### src/rtl/fetch_pkg.sv
// fetch_pkg: shared state encodings, entry layout and constants for the instruction fetch front end
package fetch_pkg;
  localparam int INSTR_BYTES = 4;
  localparam int FETCH_DW = 32;
  typedef enum logic {FETCH_ST_IDLE = 1'b0, FETCH_ST_RUN = 1'b1} fetch_state_e;
  typedef struct packed {
    logic [31:0]         pc;
    logic [FETCH_DW-1:0] instr;
  } fetch_entry_t;
endpackage

### src/rtl/fetch_skid_fifo.sv
// fetch_skid_fifo: 2-entry skid FIFO with flush; head shows zero when empty
module fetch_skid_fifo
  import fetch_pkg::*;
#(
  parameter int W = $bits(fetch_entry_t)
) (
  input  logic         clk,
  input  logic         rst_n,
  input  logic         push_i,
  input  logic         pop_i,
  input  logic         flush_i,
  input  logic [W-1:0] data_i,
  output logic [1:0]   count_o,
  output logic         full_o,
  output logic         empty_o,
  output logic [W-1:0] head_o
);
  logic [W-1:0] mem_q [2];
  logic [1:0]   count_q, count_d;
  logic         head_q, head_d, wr;
  always_comb begin
    wr      = head_q ^ count_q[0];
    count_d = flush_i ? 2'd0 : count_q + 2'(push_i) - 2'(pop_i);
    head_d  = flush_i ? 1'b0 : head_q ^ pop_i;
  end
  always_ff @(posedge clk) begin
    if (!rst_n) begin
      count_q <= 2'd0;
      head_q  <= 1'b0;
    end else begin
      count_q <= count_d;
      head_q  <= head_d;
    end
  end
  always_ff @(posedge clk) begin
    if (push_i && !flush_i) mem_q[wr] <= data_i;
  end
  // The credit logic upstream must never let a read land in a full FIFO
  always_ff @(posedge clk) begin
    if (rst_n) assert (!(push_i && full_o && !pop_i && !flush_i));
  end
  assign count_o = count_q;
  assign full_o  = count_q == 2'd2;
  assign empty_o = count_q == 2'd0;
  assign head_o  = empty_o ? '0 : mem_q[head_q];
endmodule

### src/rtl/imem_fetch_unit.sv
// imem_fetch_unit: fetches from a 1-cycle read SRAM by byte PC and streams {pc, instr} to decode
module imem_fetch_unit
  import fetch_pkg::*;
#(
  parameter int          ADDR_WIDTH = 8,
  parameter int          DATA_WIDTH = 32,
  parameter logic [31:0] RESET_PC   = 32'h0000_0000
) (
  input  logic                  clk,
  input  logic                  rst_n,
  input  logic                  redirect_valid,
  input  logic [31:0]           redirect_pc,
  output logic                  sram_csb,
  output logic [ADDR_WIDTH-1:0] sram_addr,
  input  logic [DATA_WIDTH-1:0] sram_dout,
  output logic                  out_valid,
  input  logic                  out_ready,
  output logic [DATA_WIDTH-1:0] out_instr,
  output logic [31:0]           out_pc
);
  localparam int W = 32 + DATA_WIDTH;
  fetch_state_e  state_q, state_d;
  logic [31:0]   pc_q, pc_d, infl_pc_q, infl_pc_d;
  logic          infl_q, infl_d;
  logic          run, pop, push, issue;
  logic [1:0]    fifo_count, occ;
  logic          fifo_full, fifo_empty;
  logic [W-1:0]  head;
  always_ff @(posedge clk) begin
    if (!rst_n) begin
      state_q   <= FETCH_ST_IDLE;
      pc_q      <= RESET_PC;
      infl_q    <= 1'b0;
      infl_pc_q <= '0;
    end else begin
      state_q   <= state_d;
      pc_q      <= pc_d;
      infl_q    <= infl_d;
      infl_pc_q <= infl_pc_d;
    end
  end
  // Occupancy after this cycle's pop plus the read in flight must leave room for a new read
  always_comb begin
    run       = state_q == FETCH_ST_RUN;
    out_valid = run & ~fifo_empty;
    pop       = out_valid & out_ready & ~redirect_valid;
    push      = infl_q & ~redirect_valid;
    occ       = fifo_count - 2'(pop) + 2'(infl_q);
    issue     = run & ~redirect_valid & ~fifo_full & (occ < 2'd2);
    sram_csb  = ~issue;
    sram_addr = pc_q[ADDR_WIDTH+1:2];
    state_d   = FETCH_ST_RUN;
    pc_d      = redirect_valid ? redirect_pc & ~32'(INSTR_BYTES - 1) :
                issue          ? pc_q + 32'(INSTR_BYTES) : pc_q;
    infl_d    = issue;
    infl_pc_d = issue ? pc_q : infl_pc_q;
  end
  fetch_skid_fifo #(.W(W)) u_fifo (
    .clk     (clk),
    .rst_n   (rst_n),
    .push_i  (push),
    .pop_i   (pop),
    .flush_i (redirect_valid),
    .data_i  ({infl_pc_q, sram_dout}),
    .count_o (fifo_count),
    .full_o  (fifo_full),
    .empty_o (fifo_empty),
    .head_o  (head)
  );
  assign out_pc    = head[W-1:DATA_WIDTH];
  assign out_instr = head[DATA_WIDTH-1:0];
endmodule

### config.mk
export PLATFORM = sky130hd
export DESIGN_NAME = imem_fetch_unit
export DESIGN_NICKNAME = d
export VERILOG_FILES = /design/src/rtl/fetch_pkg.sv /design/src/rtl/fetch_skid_fifo.sv /design/src/rtl/imem_fetch_unit.sv
export SDC_FILE = /design/constraint.sdc
export NUM_CORES = 1
export LEC_CHECK = 0
export CORE_MARGIN = 8
export CORE_UTILIZATION = 54
export DETAILED_ROUTE_END_ITERATION = 10
export DONT_BUFFER_PORTS = 1
export PLACE_DENSITY = 0.69
export REMOVE_ABC_BUFFERS = 1
export SLEW_MARGIN = 30
export SYNTH_ARGS = -nofsm -noshare
export SYNTH_HDL_FRONTEND = slang
export SYNTH_SLANG_ARGS = --single-unit
### constraint.sdc
create_clock -name clk -period 8.2 [get_ports clk]
set_input_delay 0.41 -clock clk [delete_from_list [all_inputs] [get_ports clk]]
set_output_delay 0.41 -clock clk [all_outputs]
set_load 0.1 [all_outputs]
==> metrics.csv <==
stage,metric,value,unit
setup_path,start_kind,flip-flop,
sta,worst_pin_slew,0.9370,ns
sta,drv_slew,0,
detailed_routing,post_drt_via_cell_ratio,6.014,
pwr,total_power,0.001990,W
setup_path,cp.required,7.79,ns
sta,finalWorstSetupSlack,3.817,ns
sta,fin_tns_setup,0,ns
floorplanning,row_count,44,
clocking,cts-htree-levels,4,
pwr,power_frac_clock,41.5,%
pwr,p_switching,0.0004366,W
clocking,cts_resized,0,
synthesis,ys_warn_count,0,
clocking,cts_setup_buffers,0,
global_routing,gr-total-overflow,0,
detailed_routing,drt-pass1-iter-count,5,
setup_path,endpoint_kind,output pin,
sta,finalCritPeriodShare,53.45,%
floorplanning,die_w,137.0,um
sta,slew_headroom,37.38,%
place,pre_cts_ws,4.284,ns
sta,hold_viol,0,
synthesis,synth_cells,668,
setup_path,cp_max_fo,22,
synthesis,ys_ff_latch,189,
global_routing,first_global_vias,5090,
clocking,cts.sinks,189,
synthesis,synth_edf_count,124,
synthesis,synth_seq_area_share,63.53,%
finish,syn2layout_area_growth,15.57,%
floorplanning,io_pins,142,
detailed_routing,ant_nets,0,
finish,finalNetCount,715,
detailed_routing,wl,16420,um
sta,fin_crit,4.383,ns
detailed_routing,drc_errors,0,
synthesis,synthArstFlopShare,0,%
finish,nFillCells,1110,
status,outcome,"finished, final reports clean",
place,numPortBuffers,0,
synthesis,syn_avg_cell_area,11.84,um2
synthesis,ys.flop_type,edfxtp_1,
min_path,hp-class,primary input to flip-flop,
clocking,clk_path_buf_depth,2,
global_routing,antenna_found_initial,3,
pwr,p_seq_share,53.5,%
pwr,p_per_area,217.8,mW/mm2
finish,layout-drive-gt1-share,18.87,%
synthesis,yosysUniqueCellTypes,42,
detailed_routing,dr_total_vias,5064,
clocking,cts_hold_buf,1,
sta,skew,0.003401,ns
pwr,peakVddDrop,0.1335,mV
pwr,pwr-share-comb,5.0,%
detailed_routing,drtIter0Drc,342,
pwr,internal_power,0.001554,W
flow_run,maxCapViolCount,0,
setup_path,crit_type,flip-flop to output pin,
global_routing,grt_pass1_wl,26190,um
floorplanning,die_y,137.0,um
place,dpl.hpwl,10670,um
clocking,cts_buffers,17,
sta,rsz0062_at_grt,no,
pwr,p_leak,2.720,nW
clocking,cts_tree,yes,
clocking,clock_latency,0.42,ns
clocking,cts.reportedPaths.clkPinSlew,0.06,ns
floorplanning,start_util,54.83,%
setup_path,cp.arrival,3.97,ns
detailed_routing,wl_per_cell,19.50,um
global_routing,grt_max_degree,85,
synthesis,syn_area,0.007909,mm2
floorplanning,core-area,0.01442,mm2
pwr,switching_share,21.94,%
clocking,cts-root-buf,clkbuf_16,
sta,fmax,0.2281,GHz
global_routing,gr-usage-all-layers,18.01,%
sta,finalSetupViolations,0,
place,gp_routability_congestion,0.7544,
floorplanning,fp.dieArea,0.01877,mm2
## worst paths after layout
path / startpoint / to / slack (ns) / cells past startpoint
max: u_fifo.count_o[1]$_SDFF_PP0_ / sram_csb / 3.82 / 9
min: sram_dout[11] / u_fifo.mem_q[0][11]$_DFFE_PP_ / 0.08 / 0
max reg2reg: u_fifo.count_o[1]$_SDFF_PP0_ / infl_q$_SDFF_PN0_ / 4.31 / 10
min reg2reg: infl_pc_q[2]$_SDFFE_PN0P_ / u_fifo.mem_q[1][34]$_DFFE_PP_ / 0.45 / 0
## metal layers
layer	part of all wire, %	wire (um)	GRT usage [%]	up-vias
met5	0.14	23	0	-
met4	1.6	270	7.604	4
met3	9.4	1536	6.718	22
met2	49	8014	29.52	155
met1	40	6577	20.84	2450
li1	-	-	-	2433
## registers in the layout (all words and copies together), names as in the netlist
register and cells:
u_fifo.mem_q 124, infl_pc_q 30, pc_q 30, u_fifo.count_o 2, infl_q 1, run 1, u_fifo.head_q 1
## power groups by stage
stage	logic (W)	registers (W)	clock network, W
2_1_floorplan	0.0000657	0.00109	0
3_3_place_gp	0.0000910	0.00108	0
3_5_place_dp	0.0000995	0.00108	0
4_1_cts	0.000100	0.00106	0.000842
5_1_grt	0.000109	0.00107	0.000885
6_report	0.000100	0.00106	0.000826
## critical path, cell delays in order (launching register included)
cell	delay, ns
dfxtp_1	0.43
nor2_4	0.08
nor2b_4	0.53
nand2_1	0.20
nor2_1	0.14
ha_1	0.29
nor2b_4	0.18
xnor2_4	0.18
mux2i_4	0.72
nand2_1	0.79
## cell families after synthesis
kind of cell,after synthesis,share of synthesized area [%]
adders and majority gates,3,0.4747
DFF,189,63.53
buffers and inverters,62,3.575
other,1,0.04742
muxes,66,8.527
and+or+nand+nor,203,13.26
AOI/OAI and AO/OA,138,9.682
xor gates and xnor gates,6,0.9019
## cells in the mapped netlist, drive strengths merged, types with 12 or more instances
library cell / instances / area [um2]
a21oi: 32 / 160.2
a31oi: 18 / 112.6
buf: 20 / 125.1
clkbuf: 37 / 138.9
dfxtp: 65 / 1301
edfxtp: 124 / 3724
mux2i: 64 / 648.1
nand2: 19 / 73.82
nand3: 44 / 220.2
nor2: 80 / 300.3
o21ai: 69 / 345.3
o31ai: 12 / 90.09
or4: 13 / 97.59
## cell type report
class	count	area [um2]	share of cell area [%]
timing repair buffer	13	151.4	1.656
antenna	1	2.502	0.02738
multi-input combinational	418	3100	33.92
inverter	5	18.77	0.2053
tap	184	230.2	2.519
clock buffer	22	464.2	5.079
sequential	189	5035	55.09
clock inverter	10	137.6	1.506
## stage by stage
step           hold WS (ns)  instance area, um2  std cells  utilization, %
2_1_floorplan        0.4192                7649        612               -
3_3_place_gp         0.4273                8130        805           56.37
3_5_place_dp         0.4351                8497        807           58.91
4_1_cts             0.06260                9109        840           63.15
5_1_grt             0.05606                9140        842           63.37
6_report            0.08043                9140        842           63.37
## layout by cell type (no fill, tap or decap), types with 17 or more instances in the layout
| master | instances |
|---|---|
| mux2i_1 | 62 |
| nor2_4 | 63 |
| edfxtp_1 | 124 |
| nor2_1 | 17 |
| clkbuf_16 | 17 |
| nand3_1 | 44 |
| dfxtp_1 | 59 |
| nand2_1 | 18 |
| a21oi_1 | 32 |
| o21ai_0 | 69 |
| a31oi_1 | 18 |
(Power assumes the default switching activity.)
